<file path="src/rtl/mlp_hidden_mac.sv">
// mlp_hidden_mac: hidden-layer MAC of the O/X MLP, all N neurons in parallel, one feature per cycle.
// Latency: M+1 cycles from the accept edge to out_valid; one vector in flight, period M+3 at best.
// Backpressure: in_ready only in IDLE; the result is held in DONE until out_ready is sampled high.
//
// Ports:
//   clk, rst_n       - rising-edge clock, asynchronous active-low reset
//   in_valid/ready   - accept handshake for x_bus, w_h_bus and b_h_bus (all latched together)
//   x_bus            - M signed W-bit features, feature m at [m*W +: W]
//   w_h_bus          - N*M signed W-bit weights, w[n][m] at [(n*M+m)*W +: W]
//   b_h_bus          - N signed W-bit biases, b[n] at [n*W +: W]
//   out_valid/ready  - result handshake
//   busy             - high while accumulating or finishing
//   h_raw_bus        - N signed (W+5)-bit raw scores, neuron n at [n*(W+5) +: W+5]
//
// Build option: define MLP_HIDDEN_SAT_EN to saturate each score to the (W+5)-bit
// signed range; otherwise scores wrap to their low W+5 bits.
module mlp_hidden_mac #(
  parameter int W     = 8,
  parameter int N     = 8,
  parameter int M     = 9,
  parameter int SHIFT = 4
) (
  input  logic                 clk,
  input  logic                 rst_n,
  input  logic                 in_valid,
  output logic                 in_ready,
  input  logic [M*W-1:0]       x_bus,
  input  logic [N*M*W-1:0]     w_h_bus,
  input  logic [N*W-1:0]       b_h_bus,
  output logic                 out_valid,
  input  logic                 out_ready,
  output logic                 busy,
  output logic [N*(W+5)-1:0]   h_raw_bus
);

  localparam int ACC_W = 2*W + 4;              // headroom for 16 full-scale products
  localparam int P_W   = 2*W;                  // one signed product
  localparam int HW    = W + 5;                // width of one output score
  localparam int KW    = (M > 1) ? $clog2(M) : 1;
  localparam logic [KW-1:0] K_LAST = KW'(M - 1);

`ifdef MLP_HIDDEN_SAT_EN
  localparam int RW = ACC_W + 1;               // shifted sum plus bias, no overflow
  localparam logic signed [RW-1:0] R_MAX = $signed({{(RW-HW+1){1'b0}}, {(HW-1){1'b1}}});
  localparam logic signed [RW-1:0] R_MIN = $signed({{(RW-HW+1){1'b1}}, {(HW-1){1'b0}}});
  localparam logic [HW-1:0] H_MAX = {1'b0, {(HW-1){1'b1}}};
  localparam logic [HW-1:0] H_MIN = {1'b1, {(HW-1){1'b0}}};
`endif

  typedef enum logic [1:0] {
    IDLE = 2'd0,
    ACC  = 2'd1,
    FIN  = 2'd2,
    DONE = 2'd3
  } state_t;

  state_t state_q, state_d;

  logic [KW-1:0]             k_q, k_d;
  logic signed [W-1:0]       x_q [M];
  logic signed [W-1:0]       x_d [M];
  logic signed [W-1:0]       w_q [N][M];
  logic signed [W-1:0]       w_d [N][M];
  logic signed [W-1:0]       b_q [N];
  logic signed [W-1:0]       b_d [N];
  logic signed [ACC_W-1:0]   acc_q [N];
  logic signed [ACC_W-1:0]   acc_d [N];
  logic [N*HW-1:0]           h_raw_q, h_raw_d;
  logic                      out_valid_q, out_valid_d;
  logic                      in_ready_q, in_ready_d;
  logic                      busy_q, busy_d;

  always_comb begin
    logic signed [P_W-1:0] prod;
`ifdef MLP_HIDDEN_SAT_EN
    logic signed [ACC_W-1:0] acc_sh;
    logic signed [RW-1:0]    r;
`endif
    state_d     = state_q;
    k_d         = k_q;
    x_d         = x_q;
    w_d         = w_q;
    b_d         = b_q;
    acc_d       = acc_q;
    h_raw_d     = h_raw_q;
    out_valid_d = out_valid_q;
    prod        = '0;
`ifdef MLP_HIDDEN_SAT_EN
    acc_sh      = '0;
    r           = '0;
`endif

    case (state_q)
      IDLE: begin
        // in_ready_q gates acceptance so nothing is taken in the cycle
        // right after reset release, when in_ready is still low.
        if (in_valid && in_ready_q) begin
          for (int m = 0; m < M; m++) begin
            x_d[m] = x_bus[m*W +: W];
          end
          for (int n = 0; n < N; n++) begin
            for (int m = 0; m < M; m++) begin
              w_d[n][m] = w_h_bus[(n*M+m)*W +: W];
            end
            b_d[n]   = b_h_bus[n*W +: W];
            acc_d[n] = '0;
          end
          k_d     = '0;
          state_d = ACC;
        end
      end

      ACC: begin
        for (int n = 0; n < N; n++) begin
          prod     = x_q[k_q] * w_q[n][k_q];
          acc_d[n] = acc_q[n] + {{(ACC_W-P_W){prod[P_W-1]}}, prod};
        end
        if (k_q == K_LAST) begin
          k_d     = '0;
          state_d = FIN;
        end else begin
          k_d = k_q + KW'(1);
        end
      end

      FIN: begin
        for (int n = 0; n < N; n++) begin
`ifdef MLP_HIDDEN_SAT_EN
          acc_sh = acc_q[n] >>> SHIFT;
          r      = {acc_sh[ACC_W-1], acc_sh} + {{(RW-W){b_q[n][W-1]}}, b_q[n]};
          if (r > R_MAX) begin
            h_raw_d[n*HW +: HW] = H_MAX;
          end else if (r < R_MIN) begin
            h_raw_d[n*HW +: HW] = H_MIN;
          end else begin
            h_raw_d[n*HW +: HW] = r[HW-1:0];
          end
`else
          // Wrapping result: the low HW bits of (acc >>> SHIFT) are exactly
          // acc[SHIFT +: HW], so the full-width shift is never built.
          h_raw_d[n*HW +: HW] = acc_q[n][SHIFT +: HW] + {{(HW-W){b_q[n][W-1]}}, b_q[n]};
`endif
        end
        out_valid_d = 1'b1;
        state_d     = DONE;
      end

      DONE: begin
        if (out_ready) begin
          out_valid_d = 1'b0;
          state_d     = IDLE;
        end
      end

      default: begin
        state_d = IDLE;
      end
    endcase

    // Flag outputs follow the next state so they are registered yet aligned
    // with the state they describe.
    in_ready_d = (state_d == IDLE);
    busy_d     = (state_d == ACC) || (state_d == FIN);
  end

  always_ff @(posedge clk or negedge rst_n) begin
    if (!rst_n) begin
      state_q     <= IDLE;
      k_q         <= '0;
      h_raw_q     <= '0;
      out_valid_q <= 1'b0;
      in_ready_q  <= 1'b0;
      busy_q      <= 1'b0;
      for (int m = 0; m < M; m++) begin
        x_q[m] <= '0;
      end
      for (int n = 0; n < N; n++) begin
        for (int m = 0; m < M; m++) begin
          w_q[n][m] <= '0;
        end
        b_q[n]   <= '0;
        acc_q[n] <= '0;
      end
    end else begin
      state_q     <= state_d;
      k_q         <= k_d;
      x_q         <= x_d;
      w_q         <= w_d;
      b_q         <= b_d;
      acc_q       <= acc_d;
      h_raw_q     <= h_raw_d;
      out_valid_q <= out_valid_d;
      in_ready_q  <= in_ready_d;
      busy_q      <= busy_d;
    end
  end

  assign in_ready  = in_ready_q;
  assign out_valid = out_valid_q;
  assign busy      = busy_q;
  assign h_raw_bus = h_raw_q;

endmodule

</file>
<file path="config.mk">
export PLATFORM = sky130hd
export DESIGN_NAME = mlp_hidden_mac
export DESIGN_NICKNAME = d
export VERILOG_FILES = /design/src/rtl/mlp_hidden_mac.sv
export SDC_FILE = /design/constraint.sdc
export NUM_CORES = 2
export LEC_CHECK = 0
export ABC_AREA = 1
export CAP_MARGIN = 40
export CORE_UTILIZATION = 35
export DETAILED_ROUTE_END_ITERATION = 16
export PLACE_DENSITY_LB_ADDON = 0.12
export SLEW_MARGIN = 20
export SYNTH_ARGS = -nofsm -noshare
export SYNTH_HDL_FRONTEND = slang
export SYNTH_SLANG_ARGS = --single-unit
</file>
<file path="constraint.sdc">
create_clock -name clk -period 19 [get_ports clk]
set_input_delay 5.7 -clock clk [delete_from_list [all_inputs] [get_ports clk]]
set_output_delay 5.7 -clock clk [all_outputs]
set_load 0.02 [all_outputs]
</file>
# Word-level counts from Yosys, hierarchy flattened
# Index checks and enable logic that the tools add are counted.
# word_totals
regBits	985
wordCells	185
in_bits	716
# classes
bitwise_logic	1
eq_ne	8
reduce_logical	9
n_addsub	17
multipliers	8
muxes	38
n_lt_le_gt_ge	1
# op_table
op	n
$pmux W160 S2	1
$bmux W8 S4	9
$add A20 B20 Y20	8
$mux W160	1
$mux W8	18
$mul A8 B8 Y16	8
$add A13 B13 Y13	8
$mux W4	2
$pmux W2 S4	1
$pmux W4 S2	1
$eq A2 B2 Y1 const B	3
$mux W2	3
$reduce_and A2 Y1	3
$ge A5 B5 Y1 const B	1
$not A4 Y5	1
$add A4 B1 Y4 const B	1
$eq A2 B1 Y1 const B	2
$eq A4 B4 Y1 const B	1
$logic_not A2 Y1	2
$ne A2 B2 Y1 const B	2
$reduce_bool A2 Y1	2
$pmux W1 S2	1
$logic_and A1 B1 Y1	1
$logic_or A1 B1 Y1	1
$mux W1	1

# Depth between registers and ports, before layout
# logic_depth
ltp_word	7
mapped_depth	40
ltp_nobuf	36

# Worst setup path before layout
# OpenSTA, ideal clock, no wires.
# synth_timing
path_type	input to register
from	input in_valid
to	register b_q[49] (netlist bit)
slack_ps	12120
stages	6
setup_ps	133
arrival_time_ps	6747
path_cell_list	nand2_1 -> nor3_1 -> buf_2 -> clkbuf_1 -> clkbuf_1 -> o21ai_0
# synth_via
elab_chain_cells	2
# synth_rtl
item	line	text
from (decl)	25	input logic in_valid,
$logic_and A1 B1 Y1	97	if (in_valid && in_ready_q) begin
$reduce_and A2 Y1 (no line)	n/a	
to (signal, indexed assignment)	181	b_q[n] <= '0;
to (signal assigned)	189	b_q <= b_d;
to (decl)	64	logic signed [W-1:0] b_q [N];
# Every way passes these cells.
# A chain may end at the register's enable or synchronous reset.

# Worst setup path in the final report
# layout_timing
from	input in_valid
to	register w_q[193] (netlist bit)
# layout_via
elab_chain_cells	2
# layout_rtl
item	line	text
$logic_and A1 B1 Y1	97	
$reduce_and A2 Y1 (no line)	n/a	
to (signal assigned)	188	w_q <= w_d;
to (decl)	62	logic signed [W-1:0] w_q [N][M];
# Every way passes these cells.

==> impl_metrics.json <==
{
  "outcome": "complete, no violations",
  "ys_ff_latch": 961,
  "start_util_pct": 35.2,
  "synth_edf_count": 0,
  "clock-sinks": 961,
  "clock_skew_ps": 76.7,
  "worstMarginPinSlew_ps": 1040,
  "overflow": 0,
  "slew_viol_final": 0,
  "whs_path_depth": 2,
  "core-area_sq_um": 207000,
  "grt_max_degree": 204,
  "hold_viol": 0,
  "path_cells": "clkdlybuf4s50_1 -> nand2_1 -> nor3_2 -> buf_12 -> buf_12 -> buf_12 -> buf_4 -> nand2_1 -> nand2_1",
  "nNetsFinal": 11900,
  "dr.pass1.iters": 7,
  "rsz0062_at_grt": "false",
  "die_w_um": 458,
  "rows": 167,
  "grt_usage_pct": 25.0,
  "max_slew_margin_pct": 30.9,
  "synth_area_sq_um": 72800,
  "drive_above_1_share_pct": 4.10,
  "area_growth_pct": 21.0,
  "drv_cap": 0,
  "cp_slowest_cell": "buf_4",
  "antenna_found_initial": 82,
  "worst_setup_path_start_kind": "primary input",
  "numCtsBuffers": 116,
  "worstPathRequired_ps": 19720,
  "synthCells": 9637,
  "met3_usage_pct": 4.31,
  "post-dp-hpwl_mm": 201,
  "cp.arrival_ps": 10400,
  "most-common-layout-cells": "3416 x nand2_1, 1404 x inv_1, 958 x dfrtp_1, 821 x clkdlybuf4s50_1, 598 x o21ai_0",
  "max_freq_ghz": 0.103,
  "routed_wl_mm": 263,
  "synthesis.nets": 11300,
  "finalSetupTns_ps": 0,
  "die_h_um": 458,
  "period_share_pct": 51.0,
  "critical_path.endpoint_type": "register",
  "r2r_setup_slack_ps": 9910,
  "yosysSeqAreaShare_pct": 33.0,
  "yosysWarningCount": 0,
  "wl_per_cell_um": 20.1,
  "setup_viol": 0,
  "grt_util_met2_pct": 40.3,
  "r2r_start": "k_q[0]",
  "cts_setup_buffers": 0,
  "place.gp.congestion": 0.906,
  "holdPathEnd": "w_q[557]",
  "port_buffers": 822,
  "clock_latency_ps": 820,
  "cts_buffer_depth": 3,
  "cts_tree": "built",
  "cpPeakStageDelay_ps": 780,
  "period_needed_ps": 9690,
  "io_pins": 823,
  "gr-max-usage-layer": "met2",
  "hp-start": "w_q[557]",
  "dieArea_sq_um": 210000,
  "drtIter0Drc": 4874,
  "detail-route-antenna-nets": 0,
  "grtUsageMet1_pct": 33.6,
  "synth_cell_types": 43,
  "layout_commonest_cell": "nand2_1",
  "via_per_inst": 4.92,
  "h-tree-depth": 3,
  "r2r_cells": 32,
  "grt_pass1_wl_mm": 402,
  "hold_path.class": "reg2reg",
  "grt_pass1_vias": 64900,
  "drc": 0,
  "path_max_fanout": 203,
  "cts_hold_buf": 0,
  "vias": 64600,
  "synth-main-ff-cell": "dfrtp_1",
  "clkTransAtPathRegs_ps": 60,
  "post_cts_resized": 0,
  "reg2reg_to": "acc_q[94]",
  "crit_type": "in2reg",
  "cts_root_buf": "clkbuf_16",
  "synthArstFlopShare_pct": 100,
  "synth.avg_cell_area_sq_um": 7.56
}
==> critical path, delay by kind of cell <==
family	cells	cell delay [ps]
buffers and inverters	5	3100
and+or+nand+nor	4	970
==> routing by layer <==
metal	vias up	wire (um)
li1	31500	-
met1	31000	119000
met2	1649	120000
met3	403	13900
met4	48	10400
met5	-	319
==> layout make-up <==
class | instances | area, sq um
diodes | 41 | 103
well taps | 2704 | 3380
multi-input cells | 6865 | 41700
clock inverters | 49 | 791
clock buffers | 167 | 3480
fillers | 21200 | 119000
flip-flops and latches | 961 | 24100
repair buffers | 905 | 9270
inverters | 1428 | 5380
==> flip-flops by register name, indices dropped and copies added (netlist names) <==
| signal | flops |
|---|---|
| acc_q | 136 |
| h_raw_bus | 104 |
| x_q | 72 |
| state_q | 2 |
| busy | 1 |
| in_ready | 1 |
| b_q | 64 |
| out_valid | 1 |
| w_q | 576 |
| k_q | 4 |
==> synthesized netlist by cell type, types with 17 or more instances <==
master | number | share of area, %
a21oi_1 | 314 | 2.2
nor3_1 | 41 | 0.28
o21ai_0 | 601 | 4.1
nor2_1 | 575 | 3.0
o21ai_1 | 21 | 0.14
nand4_1 | 39 | 0.33
nand3_1 | 331 | 2.3
inv_2 | 18 | 0.093
o31ai_1 | 20 | 0.21
xor2_1 | 116 | 1.4
xnor2_1 | 55 | 0.66
inv_1 | 1407 | 7.2
clkbuf_1 | 259 | 1.3
buf_4 | 17 | 0.18
o211ai_1 | 37 | 0.38
o22ai_1 | 46 | 0.40
nand2_1 | 3416 | 18
a21o_1 | 20 | 0.21
o221ai_1 | 113 | 1.4
fa_1 | 456 | 13
buf_2 | 67 | 0.46
o21ai_2 | 57 | 0.69
dfrtp_1 | 961 | 33
ha_1 | 459 | 7.9
a31oi_1 | 30 | 0.26
or2_2 | 39 | 0.33
buf_6 | 27 | 0.42
o21bai_1 | 17 | 0.18
==> per-stage QoR <==
stage	hold WS [ps]	cells	area [sq um]	worst slack, ps	utilization, %
finish	464	13100	88200	9310	42.6
global placement	448	12800	83300	8740	40.3
detailed placement	453	12900	83700	8670	40.5
floorplan	437	9637	72800	12120	-
CTS	468	13100	88000	9530	42.5
global route	472	13100	88100	9060	42.6
==> worst max path at each step <==
stage,start,endpoint,slack [ps],cells after the start
final,in_valid,w_q[193],9310,9
after global routing,in_valid,w_q[193],9060,9
after CTS,in_valid,w_q[274],9530,9
after detailed placement,in_valid,w_q[274],8670,9
after global placement,in_valid,w_q[281],8740,9
after floorplan,in_valid,b_q[49],12120,6
==> cells by family (layout without fill, tap and decap cells) <==
family / Yosys count / after routing / synth area share [%]
adders and majority gates: 915 / 915 / 20.4
buffers and inverters: 1811 / 2549 / 9.81
AOI/OAI and AO/OA: 1329 / 1329 / 10.8
other: 0 / 41 / 0
and+or+nand+nor: 4450 / 4450 / 23.9
xor gates and xnor gates: 171 / 171 / 2.06
DFF: 961 / 961 / 33.0
Power is not shown: default switching activity piles up to over one toggle a cycle in this logic, so the estimate is an artifact.
